### config.mk
export PLATFORM = sky130hd
export DESIGN_NAME = shift_reg_unit
export DESIGN_NICKNAME = d
export VERILOG_FILES = /design/src/rtl/shift_reg_unit.sv
export SDC_FILE = /design/constraint.sdc
export NUM_CORES = 1
export LEC_CHECK = 0
export BUFFER_PORTS_ARGS = -buffer_cell sky130_fd_sc_hd__buf_2
export CORE_UTILIZATION = 44
export CTS_CLUSTER_SIZE = 30
export DETAILED_ROUTE_END_ITERATION = 8
export PLACE_DENSITY = 0.62
export SETUP_SLACK_MARGIN = 0.1
export SYNTH_ARGS = -nofsm -noshare
export SYNTH_HDL_FRONTEND = slang
export SYNTH_SLANG_ARGS = --single-unit
### constraint.sdc
create_clock -name clk -period 2.6 [get_ports clk]
set_input_delay 0 -clock clk [delete_from_list [all_inputs] [get_ports clk]]
set_output_delay 0 -clock clk [all_outputs]
set_load 0.01 [all_outputs]
### src/rtl/shift_reg_unit.sv
// Universal WIDTH-bit register: hold/load/clear/shift/rotate per cycle, plus a
// sequencer that repeats one shift op 'amt' times with a busy/done handshake.
module shift_reg_unit #(
  parameter int unsigned        WIDTH     = 8,
  parameter logic [WIDTH-1:0]   RESET_VAL = '0,
  localparam int unsigned       AW        = $clog2(WIDTH + 1)
) (
  input  logic             clk,
  input  logic             rst,
  input  logic             en,
  input  logic [2:0]       mode,
  input  logic [WIDTH-1:0] d,
  input  logic             sin_l,
  input  logic             sin_r,
  input  logic             start,
  input  logic [AW-1:0]    amt,
  output logic [WIDTH-1:0] q,
  output logic             sout_l,
  output logic             sout_r,
  output logic             busy,
  output logic             done
);

  typedef enum logic [2:0] {
    OP_HOLD = 3'd0,
    OP_LOAD = 3'd1,
    OP_CLR  = 3'd2,
    OP_SHL  = 3'd3,
    OP_SHR  = 3'd4,
    OP_ASR  = 3'd5,
    OP_ROL  = 3'd6,
    OP_ROR  = 3'd7
  } op_t;

  typedef enum logic {IDLE, RUN} state_t;

  localparam logic [AW-1:0] AMT_MAX = AW'(WIDTH);

  state_t        state;
  op_t           op_r;
  logic [AW-1:0] cnt;
  logic [AW-1:0] amt_c;
  logic          is_shift;

  function automatic logic [WIDTH-1:0] apply_op(input op_t op, input logic [WIDTH-1:0] v,
                                                input logic sl, input logic sr,
                                                input logic [WIDTH-1:0] dv);
    logic [WIDTH-1:0] r;
    case (op)
      OP_LOAD: r = dv;
      OP_CLR:  r = '0;
      OP_SHL:  r = {v[WIDTH-2:0], sl};
      OP_SHR:  r = {sr, v[WIDTH-1:1]};
      OP_ASR:  r = {v[WIDTH-1], v[WIDTH-1:1]};
      OP_ROL:  r = {v[WIDTH-2:0], v[WIDTH-1]};
      OP_ROR:  r = {v[0], v[WIDTH-1:1]};
      default: r = v;
    endcase
    return r;
  endfunction

  always_comb begin
    amt_c    = (amt > AMT_MAX) ? AMT_MAX : amt;
    is_shift = (mode >= 3'd3);
  end

  assign sout_l = q[WIDTH-1];
  assign sout_r = q[0];

  always_ff @(posedge clk or posedge rst) begin
    if (rst) begin
      state <= IDLE;
      op_r  <= OP_HOLD;
      cnt   <= '0;
      q     <= RESET_VAL;
      busy  <= 1'b0;
      done  <= 1'b0;
    end else begin
      done <= 1'b0;
      case (state)
        IDLE: begin
          // A shift-mode start takes priority over the single-op path.
          if (start && is_shift) begin
            if (amt_c == '0) begin
              done <= 1'b1;
            end else begin
              op_r  <= op_t'(mode);
              cnt   <= amt_c;
              busy  <= 1'b1;
              state <= RUN;
            end
          end else if (en) begin
            q <= apply_op(op_t'(mode), q, sin_l, sin_r, d);
          end
        end
        RUN: begin
          q   <= apply_op(op_r, q, sin_l, sin_r, d);
          cnt <= cnt - AW'(1);
          if (cnt == AW'(1)) begin
            busy  <= 1'b0;
            done  <= 1'b1;
            state <= IDLE;
          end
        end
        default: state <= IDLE;
      endcase
    end
  end

endmodule
==> metrics.md <==
| Metric | Value |
|---|---|
| Status | finished, final reports clean |
| Min Tclk post-route | 2.12 ns |
| Post_cts resized | 0 |
| Mean post-synth cell area | 8.21 um^2 |
| Peak supply drop | 0.493 mV |
| Yosys warning count | 0 |
| First-pass GRT wire length | 7820 um |
| Clock slew seen by the registers of the worst setup and hold paths | 0.12 ns |
| Fin Hold WS | 0.0340 ns |
| ANT cells | 0 |
| Filler cell count | 339 |
| Min-delay src | amt[3] |
| Comb pwr share | 58.6% |
| Area contributors post-synth | dfrtp_1 (28%), a21boi_0 (5.6%), o221ai_1 (4.4%) |
| Via density | 6.31 |
| Port bufs | 32 |
| Die H | 62.3 um |
| Max-slew headroom | 50.1% |
| Required @ worst endpoint | 2.85 ns |
| CTS tree | yes |
| Row count | 21 |
| FFs w/ async S/R, synth | 100% |
| Postcts setup bufs | 0 |
| Pin count of the biggest net entering global routing | 25 |
| Sequential element share of the synthesized area | 28.1% |
| Ys flop type | dfrtp_1 |
| Total grt overflow | 0 |
| Top-level port count | 33 |
| Clk buf depth | 2 |
| Total GRT Usage | 25.4% |
| Most frequent cell after synthesis | dfrtp_1 |
| Mapped Area | 1600 um^2 |
| Number of DRC markers in iteration 0 | 135 |
| Skew final | 0.00565 ns |
| Hold path depth | 3 |
| Initial Util | 46.9% |
| Cell taking the most area after synthesis | dfrtp_1 |
| Final hold vios | 0 |
| Internal power | 1.12 mW |
| Number of synthesized register bits | 18 |
| Fin crit share | 81.4% |
| Final count of negative-setup-slack endpoints | 0 |
| Root Buffer Master | clkbuf_4 |
| Pleak | 0.755 nW |
| Nets | 243 |
| Die Span X | 62.3 um |
| Final wirelength | 4760 um |
| Synth Net Count | 218 |
| Seq pwr share | 32.9% |
| Post-synth EDFFs | 0 |
| Clock share of power | 8.5% |
| Unrepaired setup endpoints after global routing | false |
| Hold Path Class | input pin to flip-flop |
| Final RePlAce weighted congestion | 0.912 |
| Measured slew at the worst slew-check pin | 0.748 ns |
| Layout Area Growth over Synthesis | 13.3% |
| DRT Pass-1 Iters | 4 |
| Critical Setup Path Class | input pin to flip-flop |
| Reg2reg setup slack | 0.74 ns |
| Share of layout cells above drive strength 1 | 19.6% |
| P_sw | 1.06 mW |
| Wire per inst | 18.0 um |
| Post-DRT Antenna Nets | 0 |
| Critical path endpoint category | flip-flop |
| Worst reg2reg path endpoint | q[0]$_DFFE_PP0P_ |
| Synth cell count leaders | dfrtp_1 (18), nor2_1 (14), a21boi_0 (12) |
| CTS Sinks | 18 |
| Hold Path Sink | cnt[3]$_DFFE_PP0P_ |
| # H-tree levels | 1 |
| Fmax | 472 MHz |
| Routed via count | 1671 |
| DRC viols | 0 |
| Final Slew Violations | 0 |
| Worst reg2reg path depth | 4 |
| Initial antenna violation count | 0 |
| Worst EP arrival | 2.37 ns |
| Switching share of total power | 48.6% |
| Critical Path Fanout Max | 5 |
| Hold_buf cts | 4 |
| Critical Path Source Type | input pin |
| Max-Cap Viols | 0 |
| Die Area | 3890 um^2 |
| Synth cell types | 48 |
| Core area | 3420 um^2 |
| Vias in the first global route | 1591 |
| Syn Inst Count | 195 |
| Cts bufs inserted | 3 |
| Top-area cell type share of the netlist area | 28.1% |
| Crit path launch | amt[1] |
| Post-route setup TNS | 0 ns |
| DP Wirelength | 3500 um |
| Worst-Skew Late Latency | 0.30 ns |
| Power per cell area | 1200 nW/um^2 |
| Reg2reg start | state$_DFF_PP0_ |
==> per-layer routing <==
| layer | track usage (%) | up-vias | part of all wire [%] |
|---|---|---|---|
| met5 | 0 | - | 0 |
| met4 | 11.3 | 0 | 2.6 |
| met3 | 3.31 | 13 | 5.3 |
| met2 | 44.2 | 76 | 48 |
| met1 | 31.2 | 806 | 44 |
| li1 | - | 776 | - |
==> stage by stage <==
stage          instance area (um^2)  util (%)  setup WS, ns  std cells  total power [mW]
2_1_floorplan                  1600         -         0.985        195              1.63
3_5_place_dp                   1740      50.9         0.797        257              1.96
3_3_place_gp                   1740      50.9         0.841        257              1.92
6_report                       1810      53.1         0.483        265              2.18
5_1_grt                        1810      53.1         0.426        265              2.35
4_1_cts                        1810      53.1         0.525        265              2.16
==> registers in the layout, indices dropped and copies added, names as in the netlist <==
register,cells
done,1
cnt,4
op_r,3
state,1
q,8
busy,1
==> logic make-up (layout without fill, tap and decap cells) <==
kind of cell	Yosys count	in the layout	share of synthesized area (%)
compound gates	75	75	36.1
xor+xnor	1	1	0.547
fa+ha+maj	2	2	1.56
buf+inv	27	51	7.89
flops	18	18	28.1
mux	3	3	1.95
simple gates	69	69	23.8
==> how the worst max path moves through the flow <==
stage | endpoint | slack (ns) | depth (start not counted)
global placement | q[0]$_DFFE_PP0P_ | 0.84 | 4
floorplan | q[0]$_DFFE_PP0P_ | 0.99 | 6
global route | cnt[0]$_DFFE_PP0P_ | 0.43 | 7
finish | cnt[0]$_DFFE_PP0P_ | 0.48 | 7
CTS | cnt[0]$_DFFE_PP0P_ | 0.53 | 7
detailed placement | q[0]$_DFFE_PP0P_ | 0.80 | 4
==> power groups by stage <==
| stage | sequential [mW] | clock (mW) | combinational, mW |
|---|---|---|---|
| after floorplan | 0.612 | 0 | 1.02 |
| after global placement | 0.704 | 0 | 1.21 |
| after detailed placement | 0.713 | 0 | 1.24 |
| after CTS | 0.705 | 0.187 | 1.27 |
| after global routing | 0.740 | 0.202 | 1.41 |
| final | 0.718 | 0.186 | 1.28 |
==> layout by cell type, fill, tap and decap left out, types with 4 or more instances in the layout <==
cell,instances
a21boi_0,12
a21oi_1,9
a22o_1,4
a31oi_1,8
buf_2,32
dfrtp_1,18
dlygate4sd3_1,4
inv_1,9
nand2_1,8
nand2b_1,10
nand3b_1,6
nor2_1,14
nor2b_1,8
nor3_1,7
o21ai_0,8
o221ai_1,8
o2bb2ai_1,6
==> critical path: stages <==
cell and delay, ns:
dlygate4sd3_1 0.54, buf_2 0.13, or4_1 0.55, a31oi_2 0.37, nor2_1 0.08, o2bb2ai_1 0.15
dlygate4sd3_1 0.56
==> area by class of cell <==
| type | count | area (um^2) | share of cell area [%] |
|---|---|---|---|
| inverter | 10 | 37.5 | 2.07 |
| timing repair buffer | 37 | 208 | 11.4 |
| sequential | 18 | 450 | 24.8 |
| multi-input combinational | 150 | 1020 | 56.5 |
| clock buffer | 4 | 36.3 | 2.00 |
| tap | 46 | 57.6 | 3.17 |
Note: power is estimated with default switching activity, not from simulation.
